$ cat src/rtl/memory_system_pkg.sv
// memory_system_pkg: shared FSM state type and address-width helper for the memory system.
package memory_system_pkg;
  typedef enum logic {ST_IDLE, ST_CLEAR} state_e;
  function automatic int addr_w(input int depth);
    return (depth > 1) ? $clog2(depth) : 1;
  endfunction
endpackage

$ cat src/rtl/mem_word_array.sv
// mem_word_array: DEPTH-word storage with per-word valid bits, one write port and a combinational read.
module mem_word_array #(
  parameter int DATA_W = 8,
  parameter int DEPTH = 4,
  parameter int ADDR_W = 2
) (
  input  logic              clk,
  input  logic              reset,
  input  logic              wr_en_i,
  input  logic [ADDR_W-1:0] wr_addr_i,
  input  logic [DATA_W-1:0] wr_data_i,
  input  logic              clr_en_i,
  input  logic [ADDR_W-1:0] clr_addr_i,
  input  logic [ADDR_W-1:0] rd_addr_i,
  output logic [DATA_W-1:0] rd_data_o,
  output logic              rd_hit_o
);
  localparam logic [ADDR_W:0] LIMIT = (ADDR_W+1)'(DEPTH);
  logic [DATA_W-1:0] mem_q [DEPTH];
  logic [DEPTH-1:0]  valid_q;
  logic              wr_ok, rd_ok;
  assign wr_ok = wr_en_i && ({1'b0, wr_addr_i} < LIMIT);
  assign rd_ok = {1'b0, rd_addr_i} < LIMIT;
  // Data is never reset; the valid bits alone decide what is readable.
  always_ff @(posedge clk) begin
    if (wr_ok) mem_q[wr_addr_i] <= wr_data_i;
  end
  always_ff @(posedge clk) begin
    if (reset) valid_q <= '0;
    else begin
      if (wr_ok) valid_q[wr_addr_i] <= 1'b1;
      if (clr_en_i) valid_q[clr_addr_i] <= 1'b0;
    end
  end
  assign rd_hit_o  = rd_ok && valid_q[rd_addr_i];
  assign rd_data_o = rd_hit_o ? mem_q[rd_addr_i] : '0;
endmodule

$ cat src/rtl/param_memory_system.sv
// param_memory_system: DEPTH x DATA_W store with valid bits, registered read port and clear sweep.
// Define MEMORY_SYSTEM_BYPASS_EN to forward an accepted same-cycle write to a matching read.
module param_memory_system
  import memory_system_pkg::*;
#(
  parameter int DATA_W = 8,
  parameter int DEPTH = 4,
  localparam int ADDR_W = addr_w(DEPTH)
) (
  input  logic              clk,
  input  logic              reset,
  input  logic              wr_en,
  input  logic [ADDR_W-1:0] wr_addr,
  input  logic [DATA_W-1:0] wr_data,
  input  logic              rd_en,
  input  logic [ADDR_W-1:0] rd_addr,
  output logic [DATA_W-1:0] rd_data,
  output logic              rd_hit,
  output logic              rd_ack,
  input  logic              clr_req,
  output logic              busy
);
  localparam logic [ADDR_W-1:0] LAST = ADDR_W'(DEPTH - 1);
  state_e            state_q, state_d;
  logic [ADDR_W-1:0] clr_ptr_q, clr_ptr_d;
  logic              clr_en, wr_acc, byp, arr_hit, rd_hit_d, rd_hit_q, rd_ack_q;
  logic [DATA_W-1:0] arr_data, rd_data_d, rd_data_q;
  always_ff @(posedge clk) begin
    if (reset) begin
      state_q   <= ST_IDLE;
      clr_ptr_q <= '0;
    end else begin
      state_q   <= state_d;
      clr_ptr_q <= clr_ptr_d;
    end
  end
  always_comb begin
    state_d   = (state_q == ST_IDLE) ? (clr_req ? ST_CLEAR : ST_IDLE)
                                     : ((clr_ptr_q == LAST) ? ST_IDLE : ST_CLEAR);
    clr_ptr_d = (state_q == ST_CLEAR && clr_ptr_q != LAST) ? clr_ptr_q + 1'b1 : '0;
  end
  always_comb begin
    busy   = (state_q == ST_CLEAR);
    clr_en = busy;
    wr_acc = wr_en && !busy;
  end
  mem_word_array #(.DATA_W(DATA_W), .DEPTH(DEPTH), .ADDR_W(ADDR_W)) u_array (
    .clk       (clk),
    .reset     (reset),
    .wr_en_i   (wr_acc),
    .wr_addr_i (wr_addr),
    .wr_data_i (wr_data),
    .clr_en_i  (clr_en),
    .clr_addr_i(clr_ptr_q),
    .rd_addr_i (rd_addr),
    .rd_data_o (arr_data),
    .rd_hit_o  (arr_hit)
  );
`ifdef MEMORY_SYSTEM_BYPASS_EN
  localparam logic [ADDR_W:0] LIMIT = (ADDR_W+1)'(DEPTH);
  assign byp = wr_acc && (wr_addr == rd_addr) && ({1'b0, wr_addr} < LIMIT);
`else
  assign byp = 1'b0;
`endif
  assign rd_data_d = byp ? wr_data : arr_data;
  assign rd_hit_d  = byp | arr_hit;
  always_ff @(posedge clk) begin
    if (reset) begin
      rd_ack_q  <= 1'b0;
      rd_hit_q  <= 1'b0;
      rd_data_q <= '0;
    end else begin
      rd_ack_q <= rd_en;
      if (rd_en) begin
        rd_data_q <= rd_data_d;
        rd_hit_q  <= rd_hit_d;
      end
    end
  end
  assign rd_data = rd_data_q;
  assign rd_hit  = rd_hit_q;
  assign rd_ack  = rd_ack_q;
endmodule

$ cat config.mk
export PLATFORM = sky130hd
export DESIGN_NAME = param_memory_system
export DESIGN_NICKNAME = d
export VERILOG_FILES = /design/src/rtl/memory_system_pkg.sv /design/src/rtl/mem_word_array.sv /design/src/rtl/param_memory_system.sv
export SDC_FILE = /design/constraint.sdc
export NUM_CORES = 1
export LEC_CHECK = 0
export ABC_AREA = 1
export CORE_MARGIN = 10
export CORE_UTILIZATION = 58
export CTS_CLUSTER_DIAMETER = 60
export DETAILED_ROUTE_END_ITERATION = 8
export GPL_ROUTABILITY_DRIVEN = 0
export MAX_ROUTING_LAYER = met4
export PLACE_DENSITY = 0.83
export SLEW_MARGIN = 20
export SYNTH_ARGS = -nofsm -noshare
export SYNTH_HDL_FRONTEND = slang
export SYNTH_HIERARCHICAL = 1
export SYNTH_SLANG_ARGS = --single-unit
export TNS_END_PERCENT = 20
$ cat constraint.sdc
create_clock -name clk -period 3.3 [get_ports clk]
set_input_delay 0.33 -clock clk [delete_from_list [all_inputs] [get_ports clk]]
set_output_delay 0.33 -clock clk [all_outputs]
set_load 0.01 [all_outputs]
==> key figures, run 1 <==
Timing
  – Hold WS: 0.474 ns
  – Final setup margin: 1.42 ns
  – Final setup viols: 0
  – Setup TNS: 0 ns
  – Upper clock frequency limit: 532 MHz
  – Skew final: 0.00462 ns
  – Relative slew slack: 0.409
  – Minimum clock period: 1.88 ns
  – Slew Limit Fails: 0
  – Final period utilization: 0.569
  – Hold Vio Cnt, Final: 0
  – RSZ-0062 raised after global routing: false
  – Worst-margin pin slew: 0.883 ns

Placement
  – Pre-CTS setup slack: 1.11 ns
  – Dpl hpwl: 2730 um
  – Count of input and output buffers: 27

Power
  – Pleak: 1.21 nW
  – Flop pwr share: 0.604
  – Total power: 1.14 mW
  – Pwr Density: 452 nW/um^2
  – Peak VDD IR: 0.428 mV
  – Clock power share: 0.282
  – P_sw: 0.255 mW
  – Combinational share of power: 0.114
  – Internal Power: 0.886 mW
  – Sw frac: 0.223

Synth
  – Yosys warning count: 6
  – Gate Count Post-Synth: 258
  – Syn Nets: 276
  – Synthesized area per cell: 8.49 sq um
  – Synth Register Bits: 49
  – Distinct cells, synth: 17
  – Synthesized cell area: 2190 sq um
  – Share of the yosys chip area belonging to registers: 0.594

Clock network
  – Num CTS Buffers: 5
  – Clock Latency Late Sink: 0.29 ns
  – Clk pin slew, worst setup/hold paths: 0.08 ns
  – Clk buf depth: 2
  – Sinks on Clock Net: 49
  – Post-cts repair resize count: 0
  – Post-CTS Setup Inserts: 0
  – Htree depth: 2
  – CTS tree: built
  – CTS root buf: clkbuf_8
  – Cts hold-fix bufs: 0

Global routing
  – GRT Total Usage: 0.120
  – Initial antenna violation count: 0
  – First-pass GRT wire length: 5930 um
  – Global-route congestion overflow total: 0
  – Pin count of the biggest net entering global routing: 20
  – Vias in the first global route: 1381

Finish
  – Layout cell share with drive strength beyond 1: 0.0350
  – Antenna diodes: 0
  – Most common cell after layout, fill and taps aside: nand2_1
  – Filler Cells Inserted: 300
  – Most frequent cells in the layout: 75 x nand2_1, 64 x inv_1, 32 x nor2_1, 32 x edfxtp_1, 27 x clkdlybuf4s50_1
  – Layout area overhead: 15.2%
  – Final #Nets: 303

Detailed routing
  – 1st-iter DRT viols: 92
  – DRT Wirelength: 3700 um
  – Routed Antenna Nets: 0
  – Initial DRT Pass Iterations: 4
  – Total vias in the final route: 1520
  – DRC Markers: 0
  – Routed len/inst: 11.1 um
  – Vias per std cell: 4.55

Worst setup path
  – Required time of the worst setup path: 3.53 ns
  – Type of destination of the critical path: register
  – CP arrival: 2.11 ns
  – RR Startpoint: busy
  – Sequence of cells on the critical path: clkdlybuf4s50_1 -> inv_4 -> nand2_1 -> nand3_1 -> nand2_2 -> nand2_1 -> inv_1 -> inv_1 -> nand2_1 -> nand2_1 -> nor2_1
  – Worst path most repeated cell: nand2_1
  – Crit. Startpoint: rd_addr[0]
  – CP max stage cell: clkdlybuf4s50_1
  – Crit Path Category: input pin to register
  – Critical Path Max Stage Delay: 0.88 ns
  – Critical path fanouts, max: 19
  – Startpoint Class: input pin

Floorplan
  – Die width: 81.4 um
  – Row count: 22
  – CORE AREA: 3660 sq um
  – I/O Pins: 28
  – Initial Utilization: 0.598
  – Die area: 6630 sq um
  – Die H: 81.4 um

Run
  – Max-cap violations: 0

Min path
  – Min-Delay Path Class: register to register
  – HP Start: rd_data[6]

Status
  – Status: completed
-- cells by family after synthesis --
logic type | after synthesis | share of synthesized area
simple gates | 133 | 0.246
fa+ha+maj | 1 | 0.00571
buf+inv | 73 | 0.150
flops | 49 | 0.594
compound gates | 2 | 0.00457
-- sequential cells by signal, indices dropped and copies added, names as in the netlist --
register	flops
u_array/mem_q	32
clr_ptr_q	2
rd_ack	1
busy	1
u_array/valid_q	4
rd_hit	1
rd_data	8
-- critical path, delay by kind of cell --
kind | cells | cell delay [ns]
buf+inv | 4 | 1.16
simple gates | 7 | 0.59
-- metal layers --
layer / track usage / wire length, um / part of all wire / up-vias
li1: - / - / - / 818
met1: 0.125 / 1610 / 0.43 / 665
met2: 0.204 / 1830 / 0.49 / 33
met3: 0.0382 / 210 / 0.057 / 4
met4: 0.0519 / 57 / 0.015 / 0
met5: - / 0 / 0 / -
-- synthesized netlist by cell type (all sizes together) --
cell type / number / share of area
a21oi: 1 / 0.0023
buf: 7 / 0.035
dfxtp: 17 / 0.16
edfxtp: 32 / 0.44
ha: 1 / 0.0057
inv: 66 / 0.11
nand2: 78 / 0.14
nand3: 22 / 0.050
nand3b: 1 / 0.0034
nor2: 32 / 0.055
o21ai: 1 / 0.0023
-- power groups by stage --
stage / sequential (mW) / clock, mW / combinational [mW]
after floorplan: 0.706 / 0 / 0.0790
after global placement: 0.703 / 0 / 0.127
after detailed placement: 0.704 / 0 / 0.131
after CTS: 0.690 / 0.333 / 0.131
after global routing: 0.692 / 0.360 / 0.147
final: 0.689 / 0.322 / 0.130
-- through the flow --
stage / area, sq um / std cells / utilization
global route: 2520 / 334 / 0.689
global placement: 2440 / 326 / 0.667
CTS: 2520 / 334 / 0.689
floorplan: 2190 / 258 / -
detailed placement: 2440 / 326 / 0.667
finish: 2520 / 334 / 0.689
-- worst paths after layout --
kind / slack [ns] / cells past startpoint / endpoint
setup / recovery: 1.42 / 11 / rd_data[0]
hold / removal: 0.47 / 2 / rd_data[6]
setup reg to reg: 1.56 / 3 / u_array/mem_q[3][5]
hold reg to reg: 0.47 / 2 / rd_data[6]
-- cell type report --
class | count | area, sq um | area share
well taps | 48 | 60.1 | 0.0238
repair buffers | 27 | 270 | 0.107
flip-flops and latches | 49 | 1300 | 0.516
clock buffers | 8 | 80.1 | 0.0317
inverters | 66 | 250 | 0.0992
multi-input cells | 136 | 561 | 0.222
Note: power is estimated with default switching activity, not from simulation.
==> run 2, diff against run 1 <==
--- a/config.mk
+++ b/config.mk
@@ -7,12 +7,12 @@
 export LEC_CHECK = 0
 export ABC_AREA = 1
 export CORE_MARGIN = 10
-export CORE_UTILIZATION = 58
+export CORE_UTILIZATION = 49
 export CTS_CLUSTER_DIAMETER = 60
 export DETAILED_ROUTE_END_ITERATION = 8
 export GPL_ROUTABILITY_DRIVEN = 0
 export MAX_ROUTING_LAYER = met4
-export PLACE_DENSITY = 0.83
+export PLACE_DENSITY = 0.75
 export SLEW_MARGIN = 20
 export SYNTH_ARGS = -nofsm -noshare
 export SYNTH_HDL_FRONTEND = slang
==> constraint.sdc (replaced) <==
create_clock -name clk -period 1.7 [get_ports clk]
set_input_delay 0.17 -clock clk [delete_from_list [all_inputs] [get_ports clk]]
set_output_delay 0.17 -clock clk [all_outputs]
set_load 0.01 [all_outputs]
==> key figures, run 2 (synthesized netlist as in run 1, its figures left out) <==
Worst setup path
  – Worst reg-to-reg setup slack: 0.41 ns
  – CP arrival: 1.37 ns
  – Required time of the worst setup path: 1.53 ns
  – Worst Path Buf+Inv: 1
  – CP max stage cell: clkdlybuf4s50_1
  – Critical Path Max Stage Delay: 0.59 ns
  – Type of destination of the critical path: output pin
  – Critical path fanouts, max: 8
  – Crit Path Category: register to output pin
  – Sequence of cells on the critical path: clkdlybuf4s50_1
  – Startpoint Class: register
  – CP delay by family, top: buffers and inverters

Timing
  – Slew Limit Fails: 0
  – Setup TNS: 0 ns
  – RSZ-0062 raised after global routing: false
  – Upper clock frequency limit: 651 MHz
  – Skew final: 0.00944 ns
  – Worst-margin pin slew: 0.304 ns
  – Final period utilization: 0.903
  – Relative slew slack: 0.797
  – Minimum clock period: 1.54 ns
  – Final setup viols: 0
  – Hold WS: 0.429 ns
  – Hold Vio Cnt, Final: 0

Detailed routing
  – Routed len/inst: 11.0 um
  – DRT Wirelength: 3810 um
  – Vias per std cell: 4.44
  – Total vias in the final route: 1537
  – 1st-iter DRT viols: 100
  – Routed Antenna Nets: 0
  – DRC Markers: 0
  – Initial DRT Pass Iterations: 4

Clock network
  – Sinks on Clock Net: 49
  – Cts hold-fix bufs: 0
  – Clock Latency Late Sink: 0.31 ns
  – Clk pin slew, worst setup/hold paths: 0.09 ns
  – Post-CTS Setup Inserts: 0
  – Post-cts repair resize count: 0
  – CTS root buf: clkbuf_8
  – Num CTS Buffers: 5
  – CTS tree: built
  – Htree depth: 2
  – Clk buf depth: 2

Status
  – Status: completed

Finish
  – Final Util: 0.596
  – Final #Nets: 311
  – Most common cell after layout, fill and taps aside: nand2_1
  – Filler Cells Inserted: 377
  – Max reg flops: 32
  – Antenna diodes: 0
  – Largest reg by FF count: u_array/mem_q
  – Area of the multi-input gates: 561 sq um
  – Layout area overhead: 18.5%
  – Layout cell share with drive strength beyond 1: 0.0680
  – Storage cell area: 1300 sq um
  – Post-route cell area: 2590 sq um
  – Most frequent cells in the layout: 75 x nand2_1, 64 x inv_1, 32 x nor2_1, 32 x edfxtp_1, 27 x clkdlybuf4s50_1

Power
  – Peak VDD IR: 0.464 mV
  – Pwr Density: 874 nW/um^2
  – Pleak: 1.25 nW
  – Total power: 2.27 mW

Floorplan
  – Row count: 24
  – Die area: 7540 sq um
  – Initial Utilization: 0.503
  – CORE AREA: 4350 sq um
  – I/O Pins: 28
  – Die width: 86.8 um
  – Die H: 86.8 um

Run
  – Max-cap violations: 0

Placement
  – Dpl hpwl: 2710 um
  – Count of input and output buffers: 27
  – Placed cell area: 2510 sq um

Global routing
  – Vias in the first global route: 1440
  – GRT Total Usage: 0.109
  – Global-route congestion overflow total: 0
  – Pin count of the biggest net entering global routing: 20
  – First-pass GRT wire length: 6300 um
  – Initial antenna violation count: 0

Min path
  – Min-Delay Path Class: input pin to register
[run 2: cell types whose count changed in the layout (fill, tap and decap cells not counted)]
cell and change:
clkinv_1 +1, clkinv_4 +1, clkinv_2 +1, clkbuf_1 -3, buf_4 +8
[run 2: path summary, 6_finish.rpt]
path	from	to	cells after the start
max	busy	busy	1
min reg2reg	u_array/valid_q[2]	u_array/valid_q[2]	2
min	clr_req	busy	3
max reg2reg	busy	u_array/mem_q[0][4]	4
[run 2: where the power goes]
group	switching [mW]	internal (mW)	total, mW
Combinational	0.145	0.123	0.268
Sequential	0.0213	1.32	1.34
Clock	0.376	0.285	0.661
Total	0.542	1.72	2.27
[run 2: area by class of cell]
type / count / share of cell area
sequential: 49 / 0.502
clock buffer: 5 / 0.0265
timing repair buffer: 35 / 0.127
clock inverter: 3 / 0.00675
inverter: 66 / 0.0965
multi-input combinational: 136 / 0.216
tap: 52 / 0.0251
[run 2: worst register-to-register path: stages (launching register included)]
cell     delay [ns]
dfxtp_1        0.39
nor2_1         0.19
nand2_1        0.10
nor2_1         0.11
buf_4          0.21
[run 2: metal layers]
metal	track usage	up-vias	routed length [um]
li1	-	837	-
met1	0.113	659	1680
met2	0.175	30	1810
met3	0.0403	11	227
met4	0.0619	0	90
met5	-	-	0
[run 2: metrics by stage]
step	instances	setup WS, ns
after floorplan	258	0.335
after global placement	338	0.144
after detailed placement	338	0.127
after CTS	346	0.156
after global routing	346	0.0983
final	346	0.164
